**config.mk**
```make
export PLATFORM = sky130hd
export DESIGN_NAME = fetch_stage_flat
export DESIGN_NICKNAME = d
export VERILOG_FILES = /design/src/rtl/fetch_stage_if.sv /design/src/rtl/fetch_stage.sv /design/src/flat_wrapper.sv
export SDC_FILE = /design/constraint.sdc
export NUM_CORES = 1
export LEC_CHECK = 0
export CORE_ASPECT_RATIO = 0.9
export CORE_MARGIN = 2
export CORE_UTILIZATION = 57
export CTS_CLUSTER_DIAMETER = 120
export DETAILED_ROUTE_END_ITERATION = 12
export PLACE_DENSITY_LB_ADDON = 0.05
export SETUP_SLACK_MARGIN = 0.1
export SLEW_MARGIN = 20
export SYNTH_ARGS = -nofsm -noshare
export SYNTH_HDL_FRONTEND = slang
export SYNTH_SLANG_ARGS = --single-unit
```
**constraint.sdc**
```tcl
create_clock -name clk -period 13.18 [get_ports clk]
set_input_delay 1.977 -clock clk [delete_from_list [all_inputs] [get_ports clk]]
set_output_delay 1.977 -clock clk [all_outputs]
set_load 0.01 [all_outputs]
```
**src/rtl/fetch_stage_if.sv**
```systemverilog
// Fetch-stage bundle: instruction-memory req/gnt/rvalid port plus the IF->ID handoff.
// master = fetch stage, slave = memory/decode side.
interface fetch_stage_if;
  logic        imem_req;
  logic [31:0] imem_addr;
  logic        imem_gnt;
  logic        imem_rvalid;
  logic [31:0] imem_rdata;
  logic        stall;
  logic        flush;
  logic [31:0] redirect_pc;
  logic        if_valid;
  logic [31:0] if_pc;
  logic [31:0] if_instr;

  modport master (
    output imem_req, imem_addr, if_valid, if_pc, if_instr,
    input  imem_gnt, imem_rvalid, imem_rdata, stall, flush, redirect_pc
  );

  modport slave (
    input  imem_req, imem_addr, if_valid, if_pc, if_instr,
    output imem_gnt, imem_rvalid, imem_rdata, stall, flush, redirect_pc
  );
endinterface

```
**src/rtl/fetch_stage.sv**
```systemverilog
// Instruction fetch stage: PC, credit-limited in-order fetch, response FIFO, flush/kill.
// Optional FETCH_BYPASS_EN presents a response straight to decode when the FIFO is empty.
module fetch_stage #(
  parameter logic [31:0] RESET_PC   = 32'h0000_0000,
  parameter int unsigned FIFO_DEPTH = 2
) (
  input logic           clk,
  input logic           rst_n,
  fetch_stage_if.master bus
);

  localparam int unsigned PW = (FIFO_DEPTH > 1) ? $clog2(FIFO_DEPTH) : 1;
  localparam int unsigned CW = $clog2(FIFO_DEPTH + 1);

  typedef struct packed {
    logic [31:0] pc;
    logic [31:0] instr;
  } entry_t;

  typedef enum logic [1:0] {S_BOOT, S_RUN, S_REDIR} state_t;

  state_t        state, state_n;
  logic [31:0]   pc, pc_n;
  logic          req, req_n;
  logic [CW-1:0] outst, outst_n;
  logic [CW-1:0] kill, kill_n;
  logic [CW-1:0] cnt, cnt_n;
  logic [CW:0]   used;
  logic [PW-1:0] wr_ptr, rd_ptr, aq_wr, aq_rd;
  entry_t        fifo [FIFO_DEPTH];
  logic [31:0]   aq   [FIFO_DEPTH];

  logic   run, grant, rsp, push, pop, valid_c;
  entry_t head, rsp_entry;

  assign run       = (state == S_RUN);
  assign grant     = req && bus.imem_gnt;
  assign rsp       = run && bus.imem_rvalid && !bus.flush;
  assign rsp_entry = {aq[aq_rd], bus.imem_rdata};

`ifdef FETCH_BYPASS_EN
  logic bypass;
  assign bypass  = rsp && (cnt == '0);
  assign valid_c = (run && !bus.flush && (cnt != '0)) || bypass;
  assign head    = (cnt == '0) ? rsp_entry : fifo[rd_ptr];
  assign pop     = valid_c && !bus.stall && (cnt != '0);
  assign push    = rsp && !(bypass && !bus.stall);
`else
  assign valid_c = run && !bus.flush && (cnt != '0);
  assign head    = fifo[rd_ptr];
  assign pop     = valid_c && !bus.stall;
  assign push    = rsp;
`endif

  assign bus.imem_req  = req;
  assign bus.imem_addr = pc;
  assign bus.if_valid  = valid_c;
  assign bus.if_pc     = valid_c ? head.pc    : 32'h0;
  assign bus.if_instr  = valid_c ? head.instr : 32'h0;

  // Next state, PC, credit counters and request.
  always_comb begin
    state_n = state;
    pc_n    = pc;
    req_n   = 1'b0;
    outst_n = outst;
    kill_n  = kill;
    cnt_n   = cnt;
    used    = '0;

    case (state)
      S_BOOT:  state_n = S_RUN;
      S_RUN:   state_n = S_RUN;
      S_REDIR: if (kill == '0) state_n = S_RUN;
      default: state_n = S_BOOT;
    endcase

    if (bus.flush) begin
      // Everything in flight, including a grant this cycle, must be drained and dropped.
      state_n = S_REDIR;
      pc_n    = bus.redirect_pc & ~32'h3;
      outst_n = '0;
      cnt_n   = '0;
      kill_n  = kill + outst + CW'(grant) - CW'(bus.imem_rvalid);
    end else begin
      if (grant) pc_n = pc + 32'd4;

      if (grant && !rsp)      outst_n = outst + CW'(1);
      else if (rsp && !grant) outst_n = outst - CW'(1);

      if (push && !pop)      cnt_n = cnt + CW'(1);
      else if (pop && !push) cnt_n = cnt - CW'(1);

      if (state == S_REDIR && bus.imem_rvalid && kill != '0) kill_n = kill - CW'(1);

      used = {1'b0, outst_n} + {1'b0, cnt_n};
      if (req && !bus.imem_gnt) req_n = 1'b1;
      else                      req_n = (state_n == S_RUN) && (used < (CW+1)'(FIFO_DEPTH));
    end
  end

  always_ff @(posedge clk or negedge rst_n) begin
    if (!rst_n) begin
      state  <= S_BOOT;
      pc     <= RESET_PC;
      req    <= 1'b0;
      outst  <= '0;
      kill   <= '0;
      cnt    <= '0;
      wr_ptr <= '0;
      rd_ptr <= '0;
      aq_wr  <= '0;
      aq_rd  <= '0;
    end else begin
      state <= state_n;
      pc    <= pc_n;
      req   <= req_n;
      outst <= outst_n;
      kill  <= kill_n;
      cnt   <= cnt_n;
      if (bus.flush) begin
        wr_ptr <= '0;
        rd_ptr <= '0;
        aq_wr  <= '0;
        aq_rd  <= '0;
      end else begin
        if (push)  wr_ptr <= wr_ptr + PW'(1);
        if (pop)   rd_ptr <= rd_ptr + PW'(1);
        if (grant) aq_wr  <= aq_wr + PW'(1);
        if (rsp)   aq_rd  <= aq_rd + PW'(1);
      end
    end
  end

  // Payload storage; the address queue pairs each response with its fetch PC.
  always_ff @(posedge clk) begin
    if (push)  fifo[wr_ptr] <= rsp_entry;
    if (grant) aq[aq_wr]    <= pc;
  end

  always_ff @(posedge clk) begin
    if (rst_n) assert (!(push && cnt == CW'(FIFO_DEPTH)));
  end

endmodule
```
**src/flat_wrapper.sv**
```systemverilog
// flat-port wrapper written by rule: the top's interface ports become plain ports
module fetch_stage_flat 
#(
  parameter logic [31:0] RESET_PC   = 32'h0000_0000,
  parameter int unsigned FIFO_DEPTH = 2
)
  (clk, rst_n, bus_imem_req, bus_imem_addr, bus_if_valid, bus_if_pc, bus_if_instr, bus_imem_gnt, bus_imem_rvalid, bus_imem_rdata, bus_stall, bus_flush, bus_redirect_pc);
  fetch_stage_if bus_i ();
  input logic clk;
  input logic rst_n;
  output wire logic [$bits(bus_i.imem_req)-1:0] bus_imem_req;
  output wire logic [$bits(bus_i.imem_addr)-1:0] bus_imem_addr;
  output wire logic [$bits(bus_i.if_valid)-1:0] bus_if_valid;
  output wire logic [$bits(bus_i.if_pc)-1:0] bus_if_pc;
  output wire logic [$bits(bus_i.if_instr)-1:0] bus_if_instr;
  input wire logic [$bits(bus_i.imem_gnt)-1:0] bus_imem_gnt;
  input wire logic [$bits(bus_i.imem_rvalid)-1:0] bus_imem_rvalid;
  input wire logic [$bits(bus_i.imem_rdata)-1:0] bus_imem_rdata;
  input wire logic [$bits(bus_i.stall)-1:0] bus_stall;
  input wire logic [$bits(bus_i.flush)-1:0] bus_flush;
  input wire logic [$bits(bus_i.redirect_pc)-1:0] bus_redirect_pc;
  assign bus_imem_req = bus_i.imem_req;
  assign bus_imem_addr = bus_i.imem_addr;
  assign bus_if_valid = bus_i.if_valid;
  assign bus_if_pc = bus_i.if_pc;
  assign bus_if_instr = bus_i.if_instr;
  assign bus_i.imem_gnt = bus_imem_gnt;
  assign bus_i.imem_rvalid = bus_imem_rvalid;
  assign bus_i.imem_rdata = bus_imem_rdata;
  assign bus_i.stall = bus_stall;
  assign bus_i.flush = bus_flush;
  assign bus_i.redirect_pc = bus_redirect_pc;
  fetch_stage #(.RESET_PC(RESET_PC), .FIFO_DEPTH(FIFO_DEPTH)) u_core (.clk(clk), .rst_n(rst_n), .bus(bus_i));
endmodule
```
==> summary.md, run 1 <==
| Metric | Value |
|---|---|
| Fillers | 1044 |
| Post-CTS Setup Inserts | 0 |
| Initial Utilization | 0.583 |
| GRT overflow | 0 |
| Synth top area cells | edfxtp_1 (59%), dfrtp_1 (11%), mux2i_1 (6.9%) |
| Synth unique cells | between 40 and 50 |
| Pin slew with the least headroom to its limit | around 1 ns |
| Ant. Diodes | 0 |
| Sequential area share after synthesis | 0.700 |
| Fmax achieved | approximately 0.15 GHz |
| Final WS setup | ~6.3 ns |
| Worst reg2reg path endpoint | u_core.bus.imem_req$_DFF_PN0_ |
| Crit path DAT | 4.89 ns |
| Power Density | about 140 mW/mm2 |
| First-pass GRT wire length | slightly above 30 mm |
| Critical path class | in -> out |
| Top-count cell post-synth | edfxtp_1 |
| FF-to-FF path depth | 10 |
| Final hold vios | 0 |
| Initial antenna violation count | 0 |
| Max Cap Viol | 0 |
| CTS tree | yes |
| Cts repair resizes | 0 |
| Largest net degree at the start of global routing | 64 |
| Slew HR | 0.324 |
| # setup viols final | 0 |
| Peak VDD IR | 0.110 mV |
| DR WL/cell | 18.1 um |
| Switching Power | approximately 400 uW |
| Layout area overhead | 27.1% |
| CP endpoint kind | primary output |
| Worst-case clock skew | about 0.013 ns |
| Post-synth design cell area | 0.00944 mm2 |
| Critical R2R Launch | u_core.cnt[1]$_DFF_PN0_ |
| Avg Cell Area, Syn | around 14 um2 |
| Yosys top cell by area | edfxtp_1 |
| Total CTS buffers | 23 |
| DRC Markers | 0 |
| Sw frac | 0.232 |
| Port bufs | 161 |
| Post-synth top cells | edfxtp_1 (184), nor2_1 (93), mux2i_1 (65) |
| Internal reg-to-reg setup slack | roughly 10 ns |
| Worst-Skew Late Latency | 0.50 ns |
| Root buffer cell | clkbuf_16 |
| Primary FF master, synth | edfxtp_1 |
| FP Rows | 44 |
| WP data required | around 11 ns |
| Hold Path Class | reg -> reg |
| Tmin final | ~6.9 ns |
| Comb power frac | 0.115 |
| Final Cycle Share | 0.521 |
| CP Launch Type | primary input |
| Top-level port count | 168 |
| Vias after detailed routing | just under 6000 |
| Layout cells sized above 1 | 0.102 |
| Share of power burned in registers | 0.513 |
| Inst Count DP | 1001 |
| Vias in the first global route | roughly 6000 |
| RSZ-0062 raised after global routing | no |
| YS warnings | 0 |
| Antenna viol nets, final | 0 |
| Layout net count | between 800 and 900 |
| Drt first pass iters | 5 |
| # clock sinks | 227 |
| Hold depth | 0 |
| Wirelength, routed | approximately 19 mm |
| Clock buffer depth | 3 |
| Detailed Place HPWL | between 10 and 15 mm |
| Outcome | finished clean |
| # hold bufs at CTS | 0 |
| Internal | about 1300 uW |
| Routed vias/inst | between 5 and 6 |
| Clock power frac | 0.372 |
| Die area | around 0.018 mm2 |
| Post-Layout Cell Count | around 1000 |
| CTS H-Tree Depth | 1 |
| Leak pwr | ~0.0040 uW |
| Core Region | approximately 0.016 mm2 |
| Max-slew violations | 0 |
| First DRT Iteration DRCs | between 300 and 400 |
| Routability congestion estimate from global placement | between 0.8 and 0.9 |
| Hold Path End | u_core.aq[0][31]$_DFFE_PP_ |
| CP max FO | 45 |
| Post-synth top area share | 0.586 |
| Fraction of registers with async set/reset | 0.189 |
| Total GRT Usage | 0.215 |
| Register bit total from synthesis | 227 |
| Die width | ~140 um |
| Clk slew on worst S/H paths | roughly 0.060 ns |
| EDFF count, synth | ~180 |
| Syn Inst Count | roughly 660 |
| Setup TNS | 0 ns |
| Worst slack at placement | ~6.3 ns |
| Die H | ~130 um |
| HP Start | u_core.bus.imem_addr[31]$_DFFE_PN0N_ |
[state kept, by name, summed over array words and instances, names as in the netlist]
register	flops
u_core.state	2
u_core.fifo	124
u_core.bus.imem_addr	30
u_core.wr_ptr	1
u_core.aq	60
u_core.aq_wr	1
u_core.cnt	2
u_core.outst	2
u_core.aq_rd	1
u_core.kill	2
u_core.bus.imem_req	1
u_core.rd_ptr	1
[critical path, stage by stage]
cell and delay (ns):
clkdlybuf4s50_1 0.40, buf_4 0.26, or4b_2 1.01, buf_4 0.41
nor2_1 0.19, clkdlybuf4s50_1 0.62
[stage by stage]
| step | hold WS (ns) | utilization | total power, uW | cell area (um2) |
|---|---|---|---|---|
| after global routing | 0.547 | 0.741 | 1780 | 12000 |
| final | 0.532 | 0.741 | 1710 | 12000 |
| after detailed placement | 0.530 | 0.693 | 1090 | 11200 |
| after CTS | 0.538 | 0.739 | 1720 | 12000 |
| after floorplan | 0.517 | - | 1000 | 9450 |
| after global placement | 0.511 | 0.693 | 1080 | 11200 |
[cell families after synthesis]
family	Yosys count	share of synthesized area
xor+xnor	21	0.0195
buf+inv	52	0.0236
mux	95	0.105
simple gates	193	0.0988
compound gates	66	0.0439
other cells	1	0.000397
fa+ha+maj	6	0.00955
flops	227	0.700
[per-layer routing]
| layer | wire length [um] | share of wire | up-vias | global-route usage |
|---|---|---|---|---|
| met4 | 325 | 0.017 | 0 | 0.0524 |
| met3 | 1080 | 0.057 | 28 | 0.0411 |
| met2 | 9670 | 0.51 | 187 | 0.383 |
| li1 | - | - | 2790 | - |
| met1 | 7820 | 0.41 | 2900 | 0.276 |
| met5 | 0 | 0 | - | 0 |
[power groups by stage]
stage	clock [uW]	sequential [uW]	combinational, uW
final	637	877	197
after global routing	676	883	218
after CTS	642	877	198
after detailed placement	0	892	196
after global placement	0	889	187
after floorplan	0	884	118
[layout make-up]
| type | instances | area [um2] | share of cell area |
|---|---|---|---|
| sequential | 227 | 6610 | 0.551 |
| inverter | 14 | 52.6 | 0.00438 |
| multi-input combinational | 385 | 2640 | 0.220 |
| tap | 207 | 259 | 0.0216 |
| timing repair buffer | 169 | 1690 | 0.141 |
| clock buffer | 29 | 628 | 0.0524 |
| clock inverter | 13 | 119 | 0.00991 |
[cell usage in the layout, fill, tap and decap left out, drive strengths merged, types with 2 or more instances in the layout]
cell / instances
a211oi: 2
a21oi: 5
a31oi: 16
and2: 4
and3: 4
and3b: 2
and4: 2
buf: 9
bufinv: 2
clkbuf: 29
clkdlybuf4s50: 160
clkinv: 11
conb: 4
dfrtp: 43
edfxtp: 184
fa: 2
ha: 4
inv: 14
mux2: 30
mux2i: 65
nand2: 29
nand3: 15
nand4: 9
nor2: 93
nor3: 7
nor4: 3
nor4bb: 2
o21ai: 22
o31ai: 12
or2: 2
or3: 3
or4: 15
xnor2: 20
[worst max-delay path by stage]
stage          cells after the start       from                     endpoint  slack (ns)
6_report                           6  bus_flush                bus_if_pc[14]        6.31
5_1_grt                            6  bus_flush                bus_if_pc[14]        6.21
4_1_cts                            6  bus_flush                bus_if_pc[14]        6.29
3_5_place_dp                       6  bus_flush                bus_if_pc[14]        6.28
3_3_place_gp                       6  bus_flush                bus_if_pc[13]        6.33
2_1_floorplan                      4  bus_flush  u_core.fifo[0][0]$_DFFE_PP_        5.82
No activity file was read; power rests on OpenSTA's default activity.
==> inputs of run 2 (changes only) <==
--- a/config.mk
+++ b/config.mk
@@ -7,7 +7,7 @@
 export LEC_CHECK = 0
 export CORE_ASPECT_RATIO = 0.9
 export CORE_MARGIN = 2
-export CORE_UTILIZATION = 57
+export CORE_UTILIZATION = 48
 export CTS_CLUSTER_DIAMETER = 120
 export DETAILED_ROUTE_END_ITERATION = 12
 export PLACE_DENSITY_LB_ADDON = 0.05
==> constraint.sdc (replaced) <==
create_clock -name clk -period 5.95 [get_ports clk]
set_input_delay 0.8925 -clock clk [delete_from_list [all_inputs] [get_ports clk]]
set_output_delay 0.8925 -clock clk [all_outputs]
set_load 0.01 [all_outputs]
==> summary.md, run 2 (same netlist as run 1, synthesis figures left out) <==
| Metric | Value |
|---|---|
| Sw frac | 0.227 (-0.00578) |
| Layout net count | 900 (+0.45%) |
| CP Launch Type | primary input |
| Top-level port count | 168 (unchanged) |
| WP data required | 5.06 ns (-6.14 ns) |
| GRT overflow | 0 (unchanged) |
| Final Cycle Share | 0.738 |
| Area of the multi-input gates | 0.00264 mm2 (about the same) |
| Critical path class | in -> out |
| Leak pwr | 0.00400 uW (+0.73%) |
| # clock sinks | 227 (unchanged) |
| Internal | 3000 uW (+130%) |
| Port bufs | 161 (unchanged) |
| Initial antenna violation count | 0 (unchanged) |
| Tmin final | between 4 and 5 ns |
| Setup TNS | 0 ns (unchanged) |
| Routed vias/inst | 5.40 (-4.5%) |
| Largest net degree at the start of global routing | 68 (+6.3%) |
| # hold bufs at CTS | 0 (unchanged) |
| Root buffer cell | clkbuf_16 |
| DR WL met2 | 9.81 mm (+1.4%) |
| Antenna viol nets, final | 0 (unchanged) |
| Comb power frac | 0.112 (-0.003) |
| Cts repair resizes | 0 (unchanged) |
| Initial Utilization | 0.491 (-0.0920) |
| Worst-Skew Late Latency | 0.51 ns (about the same) |
| Most common cell after layout, fill and taps aside | edfxtp_1 |
| Slew HR | 0.424 (+0.101) |
| Critical R2R Launch | u_core.cnt[1]$_DFF_PN0_ |
| Total GRT Usage | 0.186 (-0.0288) |
| Switching Power | 879 uW (+120%) |
| Peak VDD IR | 0.198 mV (+80%) |
| CTS tree | yes |
| Share of power burned in registers | 0.502 (-0.011) |
| Largest Register | u_core.fifo |
| Fmax achieved | about 0.23 GHz |
| Ant. Diodes | 0 (unchanged) |
| Vias in the first global route | 5925 (-1.3%) |
| Post-CTS Setup Inserts | 0 (unchanged) |
| Pin slew with the least headroom to its limit | 0.856 ns (-0.156 ns) |
| Most frequent cells in the layout | edfxtp_1 (184), clkdlybuf4s50_1 (160), nor2_1 (92) |
| Crit path DAT | 3.50 ns (-1.39 ns) |
| Hold Path Class | in -> async |
| Highest routed metal layer | met4 |
| Vias after detailed routing | 5893 (-0.20%) |
| Clock buffer depth | 3 (unchanged) |
| CP endpoint kind | primary output |
| Crit path launch | bus_flush |
| Fillers | 1467 (+41%) |
| Max-slew violations | 0 (unchanged) |
| FP Rows | 48 (+9.1%) |
| Drt first pass iters | 5 (unchanged) |
| Layout cells sized above 1 | 0.102 (+0.000706) |
| CP max FO | 67 (+49%) |
| Final hold vios | 0 (unchanged) |
| Total CTS buffers | 24 (+4.3%) |
| Met3 wire len | 1.24 mm (+15%) |
| Die width | 152 um (+8.7%) |
| Max reg flops | 124 (unchanged) |
| RSZ-0062 raised after global routing | no |
| Core Region | 0.0192 mm2 (+19%) |
| Max Cap Viol | 0 (unchanged) |
| Layout area overhead | 28.5% |
| Detailed Place HPWL | 12.4 mm (+4.0%) |
| Utilization after layout | 0.631 (-0.110) |
| Worst reg2reg path endpoint | u_core.bus.imem_req$_DFF_PN0_ |
| Die area | 0.0208 mm2 (+18%) |
| Internal reg-to-reg setup slack | 2.70 ns (-7.28 ns) |
| DR WL/cell | 17.9 um (-1.2%) |
| Total power | 3880 uW (+130%) |
| CTS H-Tree Depth | 1 (unchanged) |
| Worst-case clock skew | 0.0132 ns (+0.000678 ns) |
| DRC Markers | 0 (unchanged) |
| Routability congestion estimate from global placement | 0.838 (+0.29%) |
| Flip-flop and latch area | 0.00661 mm2 (unchanged) |
| Metal-1 WL | 8.11 mm (+3.7%) |
| # setup viols final | 0 (unchanged) |
| FF-to-FF path depth | 11 (+1) |
| Power Density | 320 mW/mm2 (+120%) |
| Wirelength, routed | 19.5 mm (+3.2%) |
| First DRT Iteration DRCs | 390 (-1.5%) |
| Clk slew on worst S/H paths | 0.06 ns (about the same) |
| Clock power frac | 0.386 (+0.014) |
| First-pass GRT wire length | 30.0 mm (-1.6%) |
| Die H | 137 um (+8.7%) |
| Outcome | finished clean |
==> run 2: metal layers <==
metal	global-route usage	vias to the layer above
met2	0.327	206
li1	-	2791
met1	0.239	2866
met4	0.0535	0
met5	0	-
met3	0.0323	30
==> run 2: worst max-delay path by stage <==
stage,slack (ns),cells past startpoint,endpoint
after CTS,1.55,6,bus_if_pc[10]
final,1.56,6,bus_if_pc[10]
after global routing,1.46,6,bus_if_pc[31]
after global placement,1.57,6,bus_if_pc[10]
after floorplan,1.57,4,u_core.fifo[0][0]$_DFFE_PP_
after detailed placement,1.55,6,bus_if_pc[10]
==> run 2: critical path, stage by stage <==
cell and delay, ns:
clkdlybuf4s50_1 0.40, buf_4 0.26, or4b_2 0.70, buf_4 0.37, nor2_1 0.26, clkdlybuf4s50_1 0.57
==> run 2: power groups by stage <==
stage	combinational [uW]	sequential [uW]	clock [uW]
floorplan	262	1960	0
global placement	420	1970	0
detailed placement	434	1980	0
CTS	440	1950	1540
global route	478	1960	1610
finish	435	1950	1500
==> run 2: cell type report <==
class | instances | area share
well taps | 250 | 0.0258
clock inverters | 14 | 0.0147
inverters | 14 | 0.00433
clock buffers | 29 | 0.0519
repair buffers | 172 | 0.141
multi-input cells | 385 | 0.218
flip-flops and latches | 227 | 0.545
==> run 2: stage by stage <==
| stage | instance area, um2 | setup WS (ns) | hold slack (ns) | instances |
|---|---|---|---|---|
| 6_report | 12100 | 1.56 | 0.481 | 1091 |
| 5_1_grt | 12100 | 1.46 | 0.513 | 1091 |
| 4_1_cts | 12100 | 1.55 | 0.485 | 1090 |
| 3_5_place_dp | 11300 | 1.55 | 0.510 | 1047 |
| 3_3_place_gp | 11300 | 1.57 | 0.501 | 1047 |
| 2_1_floorplan | 9450 | 1.57 | 0.517 | 664 |
==> inputs of run 3 (changes only) <==
--- a/config.mk
+++ b/config.mk
@@ -7,7 +7,7 @@
 export LEC_CHECK = 0
 export CORE_ASPECT_RATIO = 0.9
 export CORE_MARGIN = 2
-export CORE_UTILIZATION = 48
+export CORE_UTILIZATION = 53
 export CTS_CLUSTER_DIAMETER = 120
 export DETAILED_ROUTE_END_ITERATION = 12
 export PLACE_DENSITY_LB_ADDON = 0.05
==> constraint.sdc (replaced) <==
create_clock -name clk -period 4.25 [get_ports clk]
set_input_delay 0.6375 -clock clk [delete_from_list [all_inputs] [get_ports clk]]
set_output_delay 0.6375 -clock clk [all_outputs]
set_load 0.01 [all_outputs]
==> summary.md, run 3 (same netlist as run 1, synthesis figures left out) <==
| Metric | Value |
|---|---|
| Outcome | finished clean |
| First-pass GRT wire length | 30.3 mm (+0.94%) |
| Ant. Diodes | 0 (unchanged) |
| Most common cell after layout, fill and taps aside | edfxtp_1 |
| Core Region | 0.0176 mm2 (-8.7%) |
| # setup viols final | 0 (unchanged) |
| Antenna viol nets, final | 0 (unchanged) |
| DRC Markers | 0 (unchanged) |
| Power Density | 442 mW/mm2 (+38%) |
| Max Cap Viol | 0 (unchanged) |
| CP delay by family, top | buffers and inverters |
| Top-level port count | 168 (unchanged) |
| Vias after detailed routing | 5872 (-0.36%) |
| Drt first pass iters | 5 (unchanged) |
| Hold Path Class | in -> async |
| Root buffer cell | clkbuf_16 |
| # clock sinks | 227 (unchanged) |
| Crit-path cells | inv_1, ha_1, or4b_2, buf_4, nor2_1, clkdlybuf4s50_1 |
| FP Rows | 46 (-4.2%) |
| Worst-Skew Late Latency | 0.51 ns (about the same) |
| Leak pwr | 0.00398 uW (-0.62%) |
| Slowest cell on crit path | or4b_2 |
| Peak VDD IR | 0.319 mV (+61%) |
| Crit path DAT | 2.95 ns (-0.55 ns) |
| Port bufs | 161 (unchanged) |
| Vias in the first global route | 5920 (-0.084%) |
| Placed cell area | 0.0113 mm2 (+0.11%) |
| Pin slew with the least headroom to its limit | 0.994 ns (+0.138 ns) |
| Post-Layout Cell Count | 1082 (-0.82%) |
| Setup TNS | 0 ns (unchanged) |
| Max-slew violations | 0 (unchanged) |
| Buf+Inv Stages, Crit Path | 3 (-1) |
| # hold bufs at CTS | 0 (unchanged) |
| Layout area overhead | 27.9% |
| Most frequent cells in the layout | edfxtp_1 (184), clkdlybuf4s50_1 (160), nor2_1 (92) |
| Layout cells sized above 1 | 0.103 (+0.00107) |
| Total CTS buffers | 24 (unchanged) |
| Clk slew on worst S/H paths | 0.06 ns (about the same) |
| Post-CTS Setup Inserts | 0 (unchanged) |
| Layout net count | 900 (unchanged) |
| Routability congestion estimate from global placement | 0.823 (-1.8%) |
| Final WS setup | 0.664 ns (-0.895 ns) |
| Die width | 145 um (-4.7%) |
| Fmax achieved | around 0.28 GHz |
| Largest Register | u_core.fifo |
| CP peak stage delay | 0.63 ns (-0.07 ns) |
| Cts repair resizes | 0 (unchanged) |
| Initial Utilization | 0.538 (+0.0465) |
| Final hold vios | 0 (unchanged) |
| Critical path class | reg -> out |
| Max reg flops | 124 (unchanged) |
| Die H | 131 um (-4.7%) |
| CTS H-Tree Depth | 1 (unchanged) |
| Tmin final | between 3 and 4 ns |
| Die area | 0.0189 mm2 (-9.2%) |
| Initial antenna violation count | 0 (unchanged) |
| CP endpoint kind | primary output |
| Largest net degree at the start of global routing | 63 (-7.4%) |
| Worst slack at placement | 0.624 ns (-0.930 ns) |
| CP max FO | 46 (-31%) |
| RSZ-0062 raised after global routing | no |
| Clock buffer depth | 3 (unchanged) |
| Internal reg-to-reg setup slack | 1.08 ns (-1.62 ns) |
| Inst Count DP | 1038 (-0.86%) |
| GRT overflow | 0 (unchanged) |
| FF-to-FF path depth | 10 (-1) |
| WP data required | 3.61 ns (-1.45 ns) |
| CP Launch Type | flip-flop |
| Total GRT Usage | 0.208 (+0.0214) |
| Worst reg2reg path endpoint | u_core.bus.imem_req$_DFF_PN0_ |
| Wirelength, routed | 19.8 mm (+1.4%) |
| Critical R2R Launch | u_core.cnt[1]$_DFF_PN0_ |
| Final Cycle Share | 0.844 |
| Worst-case clock skew | 0.0183 ns (+0.00506 ns) |
| First DRT Iteration DRCs | 393 (+0.77%) |
| DR WL/cell | 18.3 um (+2.3%) |
| Detailed Place HPWL | 12.6 mm (+2.1%) |
| Utilization after layout | 0.687 (+0.0565) |
| Final Instance Area | 0.0121 mm2 (-0.48%) |
| CTS tree | yes |
| Routed vias/inst | 5.43 (+0.47%) |
| Slew HR | 0.335 (-0.0886) |
[run 3: power breakdown]
group / internal, uW / total, uW / switching [uW]
Combinational: 304 / 611 / 307
Sequential: 2600 / 2730 / 126
Clock: 1180 / 1990 / 815
[run 3: area by class of cell]
| class | count | area [um2] |
|---|---|---|
| Inverter | 14 | 52.6 |
| Fill cell | 1250 | 5490 |
| Tap cell | 240 | 300 |
| Clock inverter | 10 | 83.8 |
| Sequential cell | 227 | 6610 |
| Multi-Input combinational cell | 385 | 2640 |
| Clock buffer | 34 | 679 |
| Timing Repair Buffer | 172 | 1700 |
[run 3: how the worst max path moves through the flow]
stage,endpoint,slack (ns),depth (start not counted),from
finish,bus_if_instr[25],0.66,6,u_core.cnt[1]$_DFF_PN0_
floorplan,u_core.fifo[0][0]$_DFFE_PP_,0.13,4,bus_flush
global placement,u_core.bus.imem_req$_DFF_PN0_,0.66,9,bus_flush
detailed placement,u_core.bus.imem_req$_DFF_PN0_,0.62,9,bus_flush
global route,bus_if_pc[29],0.56,6,u_core.cnt[1]$_DFF_PN0_
CTS,bus_if_pc[29],0.66,6,u_core.cnt[1]$_DFF_PN0_
[run 3: worst reg2reg max path, delay by kind of cell, from the launching register on]
kind                       cells  cell delay [ns]
AOI/OAI and AO/OA              3             0.70
adders and majority gates      2             0.69
buffers and inverters          2             0.41
DFF                            1             0.40
and+or+nand+nor                3             0.87
[run 3: through the flow]
stage	hold slack (ns)	total power [uW]
after global placement	0.499	3350
after detailed placement	0.499	3380
after CTS	0.143	5380
after floorplan	0.342	3110
after global routing	0.163	5550
final	0.135	5330
[run 3: routing by layer]
layer / vias to the layer above / part of all wire / global-route usage
li1: 2780 / - / -
met1: 2853 / 0.41 / 0.271
met2: 202 / 0.49 / 0.360
met3: 37 / 0.071 / 0.0343
met4: 0 / 0.022 / 0.0680
met5: - / 0 / 0
